$ cat config.mk
export PLATFORM = sky130hd
export DESIGN_NAME = count_down_timer
export DESIGN_NICKNAME = d
export VERILOG_FILES = /design/src/rtl/count_down_timer_pkg.sv /design/src/rtl/count_down_timer_ctrl_fsm.sv /design/src/rtl/count_down_timer.sv
export SDC_FILE = /design/constraint.sdc
export NUM_CORES = 1
export LEC_CHECK = 0
export ABC_AREA = 1
export CAP_MARGIN = 25
export CORE_UTILIZATION = 40
export CTS_CLUSTER_SIZE = 12
export DETAILED_ROUTE_END_ITERATION = 10
export PLACE_DENSITY = 0.82
export SETUP_SLACK_MARGIN = 0.2
export SKIP_LAST_GASP = 1
export SYNTH_ARGS = -nofsm -noshare
export SYNTH_HDL_FRONTEND = slang
export SYNTH_SLANG_ARGS = --single-unit
export TNS_END_PERCENT = 100
$ cat constraint.sdc
create_clock -name clk -period 1.9 [get_ports clk]
set_input_delay 0.285 -clock clk [delete_from_list [all_inputs] [get_ports clk]]
set_output_delay 0.285 -clock clk [all_outputs]
set_load 0.005 [all_outputs]
$ cat src/rtl/count_down_timer_pkg.sv
// Shared definitions for the count-down timer: state encoding and the default
// count width / ceiling that the timer shares with the count-to-100 prescaler.
package count_down_timer_pkg;

   localparam int DefaultWidth    = 7;
   localparam int DefaultMaxCount = 99;

   typedef enum logic [1:0] {
      IDLE    = 2'd0,
      RUN     = 2'd1,
      PAUSE   = 2'd2,
      EXPIRED = 2'd3
   } timerState_e;

endpackage

$ cat src/rtl/count_down_timer_ctrl_fsm.sv
// Control FSM for the count-down timer. Resolves the per-edge command priority
// (Load > Stop > Start > Ack > Tick), tells the datapath when to load or
// decrement, and registers the Running/Expired/Done status outputs.
module timer_ctrl_fsm
   import count_down_timer_pkg::*;
(
   input  logic clk,
   input  logic rst,
   input  logic Load,
   input  logic Start,
   input  logic Stop,
   input  logic Ack,
   input  logic Tick,
   input  logic CountIsOne,
   input  logic CountIsZero,
   output logic DecEn,
   output logic LoadEn,
   output logic Running,
   output logic Expired,
   output logic Done
);

   timerState_e state;
   timerState_e nextState;
   logic        nextDone;

   // Next-state and datapath-enable decode for the current state and commands.
   always_comb begin
      // NOTE: every output of this block gets a default first so no path leaves
      // it unassigned; otherwise synthesis would infer latches.
      nextState = state;
      DecEn     = 1'b0;
      LoadEn    = 1'b0;
      nextDone  = 1'b0;
      unique case (state)
         IDLE: begin
            if (Load) begin
               LoadEn = 1'b1;
            end else if (Stop) begin
               nextState = IDLE;
            end else if (Start) begin
               // Starting with nothing on the clock expires straight away.
               if (CountIsZero) begin
                  nextState = EXPIRED;
                  nextDone  = 1'b1;
               end else begin
                  nextState = RUN;
               end
            end
         end
         RUN: begin
            // Load is ignored while running; the remaining commands still apply.
            if (Stop) begin
               nextState = PAUSE;
            end else if (Tick && !CountIsZero) begin
               DecEn = 1'b1;
               if (CountIsOne) begin
                  nextState = EXPIRED;
                  nextDone  = 1'b1;
               end
            end
         end
         PAUSE: begin
            if (Load) begin
               LoadEn    = 1'b1;
               nextState = IDLE;
            end else if (!Stop && Start) begin
               nextState = RUN;
            end
         end
         EXPIRED: begin
            // Start, Stop and Tick have no meaning here and never block Ack.
            if (Load) begin
               LoadEn    = 1'b1;
               nextState = IDLE;
            end else if (Ack) begin
               nextState = IDLE;
            end
         end
      endcase
   end

   // State register plus registered status flags derived from the next state.
   always_ff @(posedge clk) begin
      // NOTE: sequential state uses non-blocking assignments so every register
      // samples the pre-edge values, independent of statement order.
      if (rst) begin
         state   <= IDLE;
         Running <= 1'b0;
         Expired <= 1'b0;
         Done    <= 1'b0;
      end else begin
         state   <= nextState;
         Running <= (nextState == RUN);
         Expired <= (nextState == EXPIRED);
         Done    <= nextDone;
      end
   end

endmodule

$ cat src/rtl/count_down_timer.sv
// Programmable down-counter fed by periodic tick pulses. Holds the count
// register, saturates load values to MAX_COUNT and supplies the zero/one
// detects that the control FSM uses to decide expiry.
module count_down_timer
   import count_down_timer_pkg::*;
#(
   parameter int WIDTH     = DefaultWidth,
   parameter int MAX_COUNT = DefaultMaxCount
)(
   input  logic             clk,
   input  logic             rst,
   input  logic             Tick,
   input  logic             Load,
   input  logic [WIDTH-1:0] LoadValue,
   input  logic             Start,
   input  logic             Stop,
   input  logic             Ack,
   output logic [WIDTH-1:0] CountOut,
   output logic             Running,
   output logic             Expired,
   output logic             Done
);

   localparam logic [WIDTH-1:0] MaxCountW = WIDTH'(MAX_COUNT);

   logic [WIDTH-1:0] loadSat;
   logic             countIsOne;
   logic             countIsZero;
   logic             decEn;
   logic             loadEn;

   assign loadSat     = (LoadValue > MaxCountW) ? MaxCountW : LoadValue;
   assign countIsOne  = (CountOut == WIDTH'(1));
   assign countIsZero = (CountOut == '0);

   timer_ctrl_fsm ctrl (
      .clk         (clk),
      .rst         (rst),
      .Load        (Load),
      .Start       (Start),
      .Stop        (Stop),
      .Ack         (Ack),
      .Tick        (Tick),
      .CountIsOne  (countIsOne),
      .CountIsZero (countIsZero),
      .DecEn       (decEn),
      .LoadEn      (loadEn),
      .Running     (Running),
      .Expired     (Expired),
      .Done        (Done)
   );

   // Count register: load the saturated value or step down by one on request.
   always_ff @(posedge clk) begin
      if (rst) begin
         CountOut <= '0;
      end else if (loadEn) begin
         CountOut <= loadSat;
      end else if (decEn) begin
         CountOut <= CountOut - 1'b1;
      end
   end

endmodule

==> qor.yml <==
drt:
  vias: 839
  final_antenna_net_count: 0
  dr.pass1.iters: 4
  drt-total-wl_um: 1849
  viasPerCell: 4.906
  wl_per_cell_um: 10.81
  drc_errors: 0
  drtIter0Drc: 17
worst_setup_path:
  path_delay_family: "buffers and inverters"
  rr_worst_depth: 12
  slowest_delay_ns: 0.55
  cp_num_buf_inv: 1
  crit_required_ns: 1.62
  cpMaxStageDelayCell: "clkdlybuf4s50_1"
  worst_r2r_endpoint: "CountOut[5]"
  path_class: "reg -> out"
  cp_data_arrival_time_ns: 1.27
  crit_fanout: 5
  cp-end-kind: "output pin"
  r2r_setup_slack_ns: 0.38
  path_depth: 1
  r2r-start: "CountOut[0]"
  path_cells: "clkdlybuf4s50_1"
  cp-start-kind: "flop"
placed_design:
  io_buffer_count: 23
  dp.final_hpwl_um: 1438
  gp_congestion: 0.8119
  placed_area_um2: 1055
power:
  p_per_area_nw_per_um2: 660.5
  ir_worst_vdd_uv: 500.9
  p_leak_nw: 0.4936
  p_total_uw: 720.6
timing:
  setup_viol: 0
  fmax_ghz: 0.6428
  whs_ns: 0.4868
  fin_crit_sh_pct: 81.89
  drv_slew: 0
  rsz0062_at_grt: "no"
  slew_headroom_pct: 75.36
  tightestPinTransition_ns: 0.3662
  clock_skew_ns: 0.006797
  fin_setup_tns_ns: 0
  hold_viol: 0
  period_needed_ns: 1.556
clock_tree:
  cts.sinks: 12
  htreeDepth: 1
  cts-root-buf: "clkbuf_4"
  postCtsSetupBuffers: 0
  hold_buffers: 0
  clk_latency_ns: 0.28
  cts_buffer_depth: 2
  clk_pin_slew_ns: 0.08
  tritoncts: "yes"
  cts_buffers: 3
  cts_resized: 0
logic_synthesis:
  synth_cells: 119
  syn_area_um2: 793.3
  synth.distinct_cells: 26
  syn-num-nets: 136
  yosysWarnings: 0
  avgSynthCellArea_um2: 6.666
  ys_seq_elements: 12
  ys_seq_area_share_pct: 30.28
global_route:
  grt_max_degree: 11
  track_usage_pct: 20.58
  grt_pass1_vias: 749
  antenna_found_initial: 0
  grt_pass1_wl_um: 3105
  grt_overflow: 0
die:
  start_util_pct: 44.49
  die_y_um: 46.53
  pin_count: 24
  rows: 15
  die_w_um: 46.53
  fp.coreArea_um2: 1783
  dieArea_um2: 2165
final_layout:
  mostFrequentLayoutCell: "nand2_1"
  final_nets: 164
  final-seq-area_um2: 240.2
  syn_to_final_growth_pct: 37.54
  multi_input_area_um2: 475.5
  most-common-layout-cells: "31 x nand2_1, 23 x clkdlybuf4s50_1, 12 x dfxtp_1, 11 x inv_1"
  final_design_area_no_fill_um2: 1091
  fill_cells: 158
  drive_gt1_share_pct: 17.81
  diodes: 0
flow_run:
  drv_cap: 0
hold_path:
  hold_path_end: "CountOut[1]"
  hold_depth: 2
  hold_class: "reg -> reg"
  hp-start: "CountOut[1]"
run_status:
  status: "completed"
worst max-delay path by stage:
stage,from,to
global route,CountOut[0],CountOut[5]
global placement,Stop,ctrl.Done
finish,CountOut[4],CountOut[4]
detailed placement,Stop,ctrl.Done
CTS,CountOut[4],CountOut[4]
floorplan,CountOut[0],CountOut[5]
registers in the layout, indices dropped and copies added, names as in the netlist:
name          cells
CountOut          7
ctrl.Done         1
ctrl.Expired      1
ctrl.Running      1
ctrl.state        2
per-stage QoR:
stage	worst slack (ns)	instances	util [%]
detailed placement	0.2395	167	59.16
global placement	0.2946	167	59.16
finish	0.3442	171	61.19
global route	0.2661	171	61.19
floorplan	0.5517	119	-
CTS	0.3608	171	61.19
power breakdown:
part / switching [mW] / leakage (nW) / internal, mW
logic: 0.117 / 0.374 / 0.106
clock network: 0.0957 / 0.0210 / 0.117
registers: 0.0172 / 0.0984 / 0.268
cells in the mapped netlist:
library cell / count / share of area (%)
nand2_1: 31 / 15
dfxtp_1: 12 / 30
inv_1: 11 / 5.2
a21oi_1: 9 / 5.7
nand3_1: 9 / 5.7
inv_2: 8 / 3.8
nor2_1: 7 / 3.3
nor2_2: 5 / 3.9
ha_1: 3 / 4.7
nand2_2: 3 / 2.4
xor2_1: 3 / 3.3
nand2_4: 2 / 2.8
nor3_1: 2 / 1.3
o21ai_1: 2 / 1.3
a211oi_1: 1 / 0.95
a21oi_2: 1 / 1.1
inv_4: 1 / 0.79
nand3_2: 1 / 1.3
nand3b_1: 1 / 0.95
nand4_1: 1 / 0.79
nor2_4: 1 / 1.4
nor4_1: 1 / 0.79
o211ai_1: 1 / 0.95
o21ai_0: 1 / 0.63
o31ai_1: 1 / 0.95
xnor2_1: 1 / 1.1
cell type report:
class / instances / share of cell area [%]
tap: 25 / 2.867
inverter: 20 / 7.110
multi-input combinational: 87 / 43.58
timing repair buffer: 23 / 21.10
clock buffer: 4 / 3.326
sequential: 12 / 22.02
cell families (layout without fill, tap and decap cells):
kind of cell	Yosys count	after routing	synth area share, %
AOI/OAI and AO/OA	16	16	11.51
buffers and inverters	20	47	9.780
xor gates and xnor gates	4	4	4.417
and+or+nand+nor	64	64	39.28
DFF	12	12	30.28
adders and majority gates	3	3	4.732
layer usage:
metal,GRT usage (%),wire length (µm),up-vias
met3,5.490,109,2
li1,-,-,436
met5,0,0,-
met2,37.78,943,28
met4,7.059,14,0
met1,22.14,782,373
worst min-delay path, delay by kind of cell (launching register included):
kind | cells | cell delay [ns]
AO/OA/AOI/OAI | 1 | 0.05
flip-flops | 1 | 0.33
AND/OR/NAND/NOR | 1 | 0.06
Note: power is estimated with default switching activity, not from simulation.
